`src/rtl/intersection_pkg.sv`:
```
// Shared constants for the multi-phase intersection controller: FSM state
// encoding, per-phase lamp masks {red, ylw, grn} and timer sizing helpers.
package intersection_pkg;

    localparam logic [2:0] ST_INIT   = 3'd0;
    localparam logic [2:0] ST_GRN    = 3'd1;
    localparam logic [2:0] ST_YLW    = 3'd2;
    localparam logic [2:0] ST_ALLRED = 3'd3;
    localparam logic [2:0] ST_FLASH  = 3'd4;

    localparam logic [2:0] LAMP_OFF = 3'b000;
    localparam logic [2:0] LAMP_RED = 3'b100;
    localparam logic [2:0] LAMP_YLW = 3'b010;
    localparam logic [2:0] LAMP_GRN = 3'b001;
    localparam logic [2:0] LAMP_ERR = 3'b111;

    function automatic int max_of(input int a, input int b);
        return (a > b) ? a : b;
    endfunction

    // Bits needed to hold max_val; never less than one.
    function automatic int width_for(input int max_val);
        return (max_val < 1) ? 1 : $clog2(max_val + 1);
    endfunction

endpackage

```
`src/rtl/phase_timer.sv`:
```
// Loadable down-counter shared by every controller state; it idles at zero
// and reports zero so the FSM can end the current interval.
module phase_timer #(
    parameter int W = 5
) (
    input  logic         clk,
    input  logic         rst,
    input  logic         load,
    input  logic [W-1:0] load_val,
    output logic         zero
);

    logic [W-1:0] count_q;
    logic [W-1:0] count_d;

    always_comb begin
        if (load) begin
            count_d = load_val;
        end else if (count_q != {W{1'b0}}) begin
            count_d = count_q - W'(1);
        end else begin
            count_d = count_q;
        end
    end

    always_ff @(posedge clk or posedge rst) begin
        if (rst) begin
            count_q <= {W{1'b0}};
        end else begin
            count_q <= count_d;
        end
    end

    assign zero = (count_q == {W{1'b0}});

endmodule

```
`src/rtl/multi_phase_intersection.sv`:
```
// Round-robin traffic signal controller with sticky pedestrian requests that
// extend a phase's green, a maintenance yellow-flash mode and an all-red restart.
module multi_phase_intersection
    import intersection_pkg::*;
#(
    parameter int NUM_PHASES = 2,
    parameter int GRN_TON    = 20,
    parameter int YLW_TON    = 3,
    parameter int RED_TON    = 2,
    parameter int EXT_TON    = 10,
    parameter int FLASH_HALF = 8
) (
    input  logic                          clk,
    input  logic                          reset_n,
    input  logic [NUM_PHASES-1:0]         crosswalk,
    input  logic                          flash,
    output logic [NUM_PHASES-1:0]         red,
    output logic [NUM_PHASES-1:0]         ylw,
    output logic [NUM_PHASES-1:0]         grn,
    output logic [NUM_PHASES-1:0]         walk,
    output logic [$clog2(NUM_PHASES)-1:0] phase,
    output logic                          busy_flash
);

    localparam int PW   = $clog2(NUM_PHASES);
    localparam int TMAX = max_of(max_of(GRN_TON + EXT_TON, YLW_TON), max_of(RED_TON, FLASH_HALF)) - 1;
    localparam int TW   = width_for(TMAX);

    logic [2:0]            state_q, state_d;
    logic [PW-1:0]         phase_q, phase_d;
    logic [NUM_PHASES-1:0] req_q, req_d;
    logic                  tog_q, tog_d;
    logic                  ext_q, ext_d;
    logic                  restart_q, restart_d;
    logic                  load_s;
    logic [TW-1:0]         load_val_s;
    logic                  zero_s;
    logic                  enter_grn_s;
    logic [NUM_PHASES-1:0] clr_s;
    logic [PW-1:0]         next_phase_s;
    logic [2:0]            lamp_s;

    phase_timer #(.W(TW)) u_timer (
        .clk      (clk),
        .rst      (reset_n),
        .load     (load_s),
        .load_val (load_val_s),
        .zero     (zero_s)
    );

    assign next_phase_s = (phase_q == PW'(NUM_PHASES - 1)) ? {PW{1'b0}} : phase_q + PW'(1);

    // Next-state, phase and timer-load decision; flash preempts every running state.
    always_comb begin
        state_d     = state_q;
        phase_d     = phase_q;
        tog_d       = tog_q;
        ext_d       = ext_q;
        restart_d   = restart_q;
        load_s      = 1'b0;
        load_val_s  = {TW{1'b0}};
        enter_grn_s = 1'b0;
        case (state_q)
            ST_INIT: begin
                state_d     = ST_GRN;
                phase_d     = {PW{1'b0}};
                enter_grn_s = 1'b1;
            end
            ST_GRN, ST_YLW, ST_ALLRED: begin
                if (flash) begin
                    state_d    = ST_FLASH;
                    tog_d      = 1'b1;
                    load_s     = 1'b1;
                    load_val_s = TW'(FLASH_HALF - 1);
                end else if (!zero_s) begin
                    state_d = state_q;
                end else if (state_q == ST_GRN) begin
                    state_d    = ST_YLW;
                    load_s     = 1'b1;
                    load_val_s = TW'(YLW_TON - 1);
                end else if (state_q == ST_YLW) begin
                    state_d    = ST_ALLRED;
                    load_s     = 1'b1;
                    load_val_s = TW'(RED_TON - 1);
                end else begin
                    state_d     = ST_GRN;
                    phase_d     = restart_q ? {PW{1'b0}} : next_phase_s;
                    enter_grn_s = 1'b1;
                end
            end
            ST_FLASH: begin
                if (!flash) begin
                    state_d    = ST_ALLRED;
                    phase_d    = {PW{1'b0}};
                    restart_d  = 1'b1;
                    load_s     = 1'b1;
                    load_val_s = TW'(RED_TON - 1);
                end else if (zero_s) begin
                    tog_d      = ~tog_q;
                    load_s     = 1'b1;
                    load_val_s = TW'(FLASH_HALF - 1);
                end else begin
                    tog_d = tog_q;
                end
            end
            default: begin
                state_d    = ST_ALLRED;
                phase_d    = {PW{1'b0}};
                restart_d  = 1'b1;
                load_s     = 1'b1;
                load_val_s = TW'(RED_TON - 1);
            end
        endcase
        // Extension is decided once, from requests visible on the entry edge.
        if (enter_grn_s) begin
            ext_d      = req_q[phase_d] | crosswalk[phase_d];
            restart_d  = 1'b0;
            load_s     = 1'b1;
            load_val_s = ext_d ? TW'(GRN_TON + EXT_TON - 1) : TW'(GRN_TON - 1);
            clr_s      = NUM_PHASES'(1) << phase_d;
        end else begin
            clr_s      = {NUM_PHASES{1'b0}};
        end
        req_d = (req_q | crosswalk) & ~clr_s;
    end

    // Controller state registers.
    always_ff @(posedge clk or posedge reset_n) begin
        if (reset_n) begin
            state_q   <= ST_INIT;
            phase_q   <= {PW{1'b0}};
            req_q     <= {NUM_PHASES{1'b0}};
            tog_q     <= 1'b0;
            ext_q     <= 1'b0;
            restart_q <= 1'b0;
        end else begin
            state_q   <= state_d;
            phase_q   <= phase_d;
            req_q     <= req_d;
            tog_q     <= tog_d;
            ext_q     <= ext_d;
            restart_q <= restart_d;
        end
    end

    // Per-phase lamp decode from registered state.
    always_comb begin
        red    = {NUM_PHASES{1'b0}};
        ylw    = {NUM_PHASES{1'b0}};
        grn    = {NUM_PHASES{1'b0}};
        walk   = {NUM_PHASES{1'b0}};
        lamp_s = LAMP_OFF;
        for (int i = 0; i < NUM_PHASES; i++) begin
            case (state_q)
                ST_INIT:   lamp_s = LAMP_OFF;
                ST_GRN:    lamp_s = (PW'(i) == phase_q) ? LAMP_GRN : LAMP_RED;
                ST_YLW:    lamp_s = (PW'(i) == phase_q) ? LAMP_YLW : LAMP_RED;
                ST_ALLRED: lamp_s = LAMP_RED;
                ST_FLASH:  lamp_s = tog_q ? LAMP_YLW : LAMP_OFF;
                default:   lamp_s = LAMP_ERR;
            endcase
            red[i]  = lamp_s[2];
            ylw[i]  = lamp_s[1];
            grn[i]  = lamp_s[0];
            walk[i] = (state_q == ST_GRN) && (PW'(i) == phase_q) && ext_q;
        end
    end

    assign phase      = phase_q;
    assign busy_flash = (state_q == ST_FLASH);

endmodule

```
`config.mk`:
```
export PLATFORM = sky130hd
export DESIGN_NAME = multi_phase_intersection
export DESIGN_NICKNAME = d
export VERILOG_FILES = /design/src/rtl/intersection_pkg.sv /design/src/rtl/phase_timer.sv /design/src/rtl/multi_phase_intersection.sv
export SDC_FILE = /design/constraint.sdc
export NUM_CORES = 1
export LEC_CHECK = 0
export CAP_MARGIN = 20
export CORE_ASPECT_RATIO = 1.75
export CORE_UTILIZATION = 35
export CTS_BUF_LIST = sky130_fd_sc_hd__clkbuf_8
export CTS_CLUSTER_DIAMETER = 120
export DETAILED_ROUTE_END_ITERATION = 16
export PLACE_DENSITY_LB_ADDON = 0.05
export SLEW_MARGIN = 20
export SYNTH_ARGS = -nofsm -noshare
export SYNTH_HDL_FRONTEND = slang
export SYNTH_HIERARCHICAL = 1
export SYNTH_SLANG_ARGS = --single-unit
```
`constraint.sdc`:
```
create_clock -name clk -period 5.57 [get_ports clk]
set_input_delay 1.3925 -clock clk [delete_from_list [all_inputs] [get_ports clk]]
set_output_delay 1.3925 -clock clk [all_outputs]
set_load 0.01 [all_outputs]
```
## Word-level counts from Yosys, hierarchy flattened

Cells that the tools add are included.

- Add/subtract/negate cells: 2
- Multipliers: 0
- Divide/modulo/power cells: 0
- $lt $le $gt $ge: 1
- Eq/ne operators: 11
- Shift operators: 1
- Multiplexer cells: 57
- Bitwise operators: 6
- Reduce and logical (&&, ||, !) cells: 14

Operators with widths:

| kind | number |
|---|---|
| 2-to-1 mux 3 bit | 10 |
| case mux 3 bit (5 select lines) | 2 |
| 2-to-1 mux 1 bit | 28 |
| case mux 3 bit (3 select lines) | 2 |
| 2-to-1 mux 5 bit | 3 |
| 2-to-1 mux 2 bit | 6 |
| case mux 1 bit (2 select lines) | 4 |
| equality test 3 x 2 -> 1 bit, second input constant | 2 |
| != test 2 bit, second input constant | 3 |
| logical NOT 5 bit | 1 |
| nonzero test 5 bit | 1 |
| subtractor 5 x 1 -> 5 bit, second input constant | 1 |
| logical AND 1 bit | 4 |
| 2-to-1 mux 4 bit | 1 |
| != test 2 x 1 -> 1 bit, second input constant | 2 |
| AND reduction 2 bit | 2 |
| AND reduction 4 bit | 1 |
| nonzero test 2 bit | 2 |
| OR reduction 4 bit | 1 |
| equality test 3 x 1 -> 1 bit, second input constant | 1 |
| equality test 3 bit, second input constant | 1 |
| logical NOT 3 bit | 1 |
| != test 3 x 2 -> 1 bit, second input constant | 1 |
| != test 3 bit, second input constant | 1 |
| other kinds (10) | 11 |

- Flip-flop bits (word level): 14
- Latch bits: 0
- Memory bits (writable): 0
- Memory bits (read-only): 0
- Input port bits: 5
- Output and inout port bits: 10
- Logic and storage cells: 99
- Memories kept: 0

## Longest topological paths before layout

- Depth in word-level cells: 14
- Gate-level depth with buffers: 9

## By module

The synthesis kept the hierarchy.

Modules (own cells, without submodules):

| module | instances | cells an instance | area an instance (µm²) | sequential area each (µm²) |
|---|---|---|---|---|
| multi_phase_intersection | 1 | 99 | 723.2 | 225.2 |
| phase_timer | 1 | 28 | 282.8 | 125.1 |

## Worst setup path after synthesis

OpenSTA, ideal clock, no wires.

- Path kind: reg2out
- Start: reg state_q[2]
- End: out red[0]
- Data arrival time: 1.119 ns
- Required time: 4.178 ns
- Path slack: 3.059 ns
- Stages on the path, launching flop included: 5
- Buffers on the path: 2
- Path through: dfrtp_1 buf_2 buf_1 nor2_1 a21oi_1

- Word-level cells in the longest chain between the ends: 2
- Elaborated cells on any way between the ends: 6

Ends and longest elaborated chain:

| element | RTL line | source |
|---|---|---|
| start: declaration | multi_phase_intersection.sv:29 | `logic [2:0] state_q, state_d;` |
| start signal: assignment | multi_phase_intersection.sv:137 | `state_q <= state_d;` |
| equality test 3 bit, or another cell as far along | multi_phase_intersection.sv:154 | `case (state_q)` |
| case mux 3 bit (5 select lines) * | multi_phase_intersection.sv:154 |  |
| end: declaration | multi_phase_intersection.sv:17 | `output logic [NUM_PHASES-1:0] red,` |

Mark *: on every way between the ends. The rest lies on a longest branch, timed or not.

## Worst setup path in the final report

- Start: reg state_q[2]
- End: out red[1]

Same word-level chain as after synthesis.

==> results.md <==
- The flow ran to the end, and the final reports show no timing, DRC or antenna violations.
- The floorplan step defined a die boundary enclosing just over 0.003 mm².
- The smallest clock period supported by the final layout is computed as 3620 ps.
- The number of buffers and inverters on the critical path is 2.
- The number of I/O pins is 15.
- The final route contains between 900 and 1000 vias.
- The switching power share of the total is 0.438.
- Once layout is complete, the utilization of the core stands at 0.438.
- In this run the tightest slew margin relative to its limit is 0.494.
- In the routed design, unresolved DRC markers number 0.
- The quantity of I/O buffers inserted on ports is 14.
- The analysis attributes to net switching a power of between 0.3 and 0.4 mW.
- The endpoint kind of the worst setup timing path is an output pin.
- The number of gates resized after CTS was 0.
- The sum of negative setup slack is 0 ps.
- The detail route stage leaves a number of antenna-violating nets equal to 0.
- The final-report setup violation count is 0.
- The first global-routing pass estimated roughly 4.0 mm of wire.
- The chip height is around 73 µm.
- The portion of total power attributed to the clock network is 0.142.
- The largest stage delay on the critical path is 750 ps.
- The pin count of the biggest net entering global routing is 23.
- The clock buffer count from CTS is 3.
- The count of final hold-check violations is 0.
- The first detailed-routing pass took 4 iterations.
- The maximum operating frequency is 0.277 GHz.
- The routed design has around 2.4 mm of wire.
- The ratio of final minimum period to clock period is 0.649.
- Clock latency on the worst-skew pair, taken at its later pin, is roughly 250 ps.
- In this run the worst hold path is classified as flop to flop.
- The starting utilization of the core area is 0.370.
- Across all hold checks on the routed design, the worst slack comes to slightly above 500 ps.
- In this design, the largest share of critical-path delay is due to buffers and inverters.
- The number of instances in the synthesized netlist is 127.
- The worst-case IR drop observed on VDD is approximately 330 µV.
- The slowest cell on the critical path is dfrtp_1.
- The die extent in x is around 43 µm.
- The synthesized net count is 133.
- The combinational group share of total power is 0.557.
- Prior to clock tree synthesis, the placed netlist has a worst setup slack of around 2000 ps.
- In the routed layout, each cell is associated on average with a via count of 5.69.
- The number of antenna violations at the first check in global routing is 0.
- For this run, the register share of the synthesized area comes to 0.348.
- The number of buffers inserted to repair setup after CTS is 0.
- The final count of pins violating max slew is 0.
- The clock slew seen by the registers of the worst setup and hold paths is ~60 ps.
- After synthesis the cells add up to slightly above 0.001 mm².
- The maximum level of the CTS H-tree is 1.
- The critical path goes through clkinv_1 -> a31oi_1 -> clkdlybuf4s50_1.
- Synthesis instantiated between 40 and 50 different standard cells from the library.
- Setup slack on the worst reg-to-reg path comes out at just under 3000 ps.
- The startpoint class of the critical path is a flop.
- Yosys printed 6 warnings.
- The required time of the critical path is ~4200 ps.
- The count of state elements after synthesis is 14.
- The core region is about 0.0027 mm².
- For the pin with the worst max-slew slack, the measured transition is between 700 and 800 ps.
- The clock arrives with ~1.5 ps of skew.
- The top cell types in the final layout, fill and taps aside, are nor2_1, dfrtp_1, clkdlybuf4s50_1.
- The root buffer cell chosen for the clock tree is clkbuf_8.
- The last weighted congestion value of the routability-driven placer is between 0.7 and 0.8.
- The aggregate global-route resource usage is 0.173.
- The via count of the first global-routing pass is 880.
- The sequential group share of total power is 0.300.
- Each instance of the synthesized netlist takes up on average ~8 µm².
- The leakage power is roughly 0.48 nW.
- The number of max-cap violations is 0.
- The detailed router finished its first iteration with 16 violations.
- The top fanout value on the critical path is 22.
- Row generation in the floorplan step produced 25 rows.
- From synthesis to final layout, the design area changed by 18.5%.
- In the final routed layout, each cell accounts on average for ~15 µm.
- Power spread over the standard cell area amounts to roughly 610 mW/mm².
- The number of inserted filler cells in the final layout is 280.
- The number of antenna diodes in the final layout is 0.
- Counting along the longest clock path gives a buffer depth of 2.
- The final net count is roughly 140.
- Of the cells placed in the final design, the portion with a size suffix greater than 1 is 0.0815.
- In the post-route analysis, the smallest setup slack over all paths is between 1500 and 2000 ps.
- For this run the aggregate overflow at the end of global routing stands at 0.
- Setup repair after global routing left no endpoint under its margin.
- The setup path with the least slack is of type flop to output pin.
- The CTS tree is built.
- The hold buffer count at cts is 0.
- Internal power comes to 0.406 mW.
- The endpoint arrival time on the critical path is around 2200 ps.
- The clock sink total is 14.
- Detailed placement ended at an HPWL of 1.77 mm.
-- routing by layer --
layer,vias up,part of all wire,track usage
met5,-,0,0
met4,0,0.021,0.0833
met3,4,0.018,0.0223
met2,13,0.53,0.304
met1,439,0.43,0.204
li1,465,-,-
-- worst paths after layout --
check | depth (start not counted) | start | to
max | 3 | state_q[2]$_DFFE_PP0P_ | red[1]
min | 1 | req_q[0]$_DFF_PP0_ | req_q[0]$_DFF_PP0_
max reg2reg | 8 | u_timer/count_q[0]$_DFFE_PP0P_ | u_timer/count_q[1]$_DFFE_PP0P_
min reg2reg | 1 | req_q[0]$_DFF_PP0_ | req_q[0]$_DFF_PP0_
max in group asynchronous | 2 | reset_n | state_q[2]$_DFFE_PP0P_
min in group asynchronous | 2 | reset_n | u_timer/count_q[4]$_DFFE_PP0P_
-- registers in the layout (all words and copies together) (netlist names) --
register	count
state_q	3
phase	1
req_q	2
restart_q	1
u_timer/count_q	5
ext_q	1
tog_q	1
-- Yosys cell counts --
master | number | area share
a41oi_1 | 1 | 0.0087
nand2b_1 | 2 | 0.012
o21ai_1 | 2 | 0.010
dfrtp_1 | 14 | 0.35
o211ai_1 | 2 | 0.015
nand3b_1 | 1 | 0.0075
a31oi_1 | 6 | 0.037
ha_1 | 1 | 0.012
a21boi_0 | 1 | 0.0075
xnor2_1 | 3 | 0.026
nand4b_1 | 1 | 0.0087
or4_4 | 1 | 0.011
o31ai_1 | 2 | 0.015
and3_1 | 1 | 0.0062
o21ai_2 | 1 | 0.0087
inv_1 | 10 | 0.037
a21o_1 | 1 | 0.0075
o221ai_1 | 1 | 0.0087
nand2_1 | 10 | 0.037
a22oi_1 | 2 | 0.015
nor2_1 | 14 | 0.052
mux2_2 | 1 | 0.011
or2_0 | 1 | 0.0062
or3_1 | 2 | 0.012
clkbuf_1 | 5 | 0.019
nor3_1 | 3 | 0.015
nor3b_1 | 2 | 0.015
o2bb2ai_1 | 1 | 0.0087
nor4b_4 | 1 | 0.024
or4_1 | 2 | 0.015
nor2b_1 | 3 | 0.019
o22a_1 | 2 | 0.017
nand3_1 | 1 | 0.0050
buf_1 | 1 | 0.0037
nand4_1 | 1 | 0.0062
o22ai_1 | 1 | 0.0062
o21a_1 | 1 | 0.0075
a21oi_1 | 8 | 0.040
or2_2 | 3 | 0.019
o21ai_0 | 5 | 0.025
buf_2 | 4 | 0.020
o211a_1 | 1 | 0.010
clkinv_1 | 1 | 0.0037
-- logic make-up after synthesis --
kind of cell	after synthesis	synth area share
xor+xnor	3	0.0261
compound gates	38	0.248
fa+ha+maj	1	0.0124
mux	1	0.0112
simple gates	49	0.271
flops	14	0.348
buf+inv	21	0.0833
-- worst reg2reg max path: cells and delay by family, from the launching register on --
family | cells | cell delay [ps]
fa+ha+maj | 1 | 220
buf+inv | 1 | 90
compound gates | 2 | 210
flops | 1 | 380
simple gates | 4 | 1590
-- layout make-up --
cell class	count	area [µm²]	area share
clock buffers	4	55.1	0.0462
well taps	27	33.8	0.0283
inverters	11	41.3	0.0346
multi-input cells	92	572	0.480
repair buffers	14	140	0.118
flip-flops and latches	14	350	0.294
-- through the flow --
step,area (µm²),instances,power (mW)
2_1_floorplan,1010,127,0.492
3_3_place_gp,1140,158,0.618
3_5_place_dp,1140,158,0.622
4_1_cts,1190,162,0.729
5_1_grt,1190,162,0.786
6_report,1190,162,0.722
-- power by group through the flow --
| stage | logic, mW | clock network (mW) | registers (mW) |
|---|---|---|---|
| after floorplan | 0.322 | 0 | 0.170 |
| after CTS | 0.406 | 0.105 | 0.217 |
| after global placement | 0.401 | 0 | 0.217 |
| final | 0.402 | 0.103 | 0.217 |
| after global routing | 0.452 | 0.107 | 0.227 |
| after detailed placement | 0.402 | 0 | 0.220 |
Note: power is estimated with default switching activity, not from simulation.
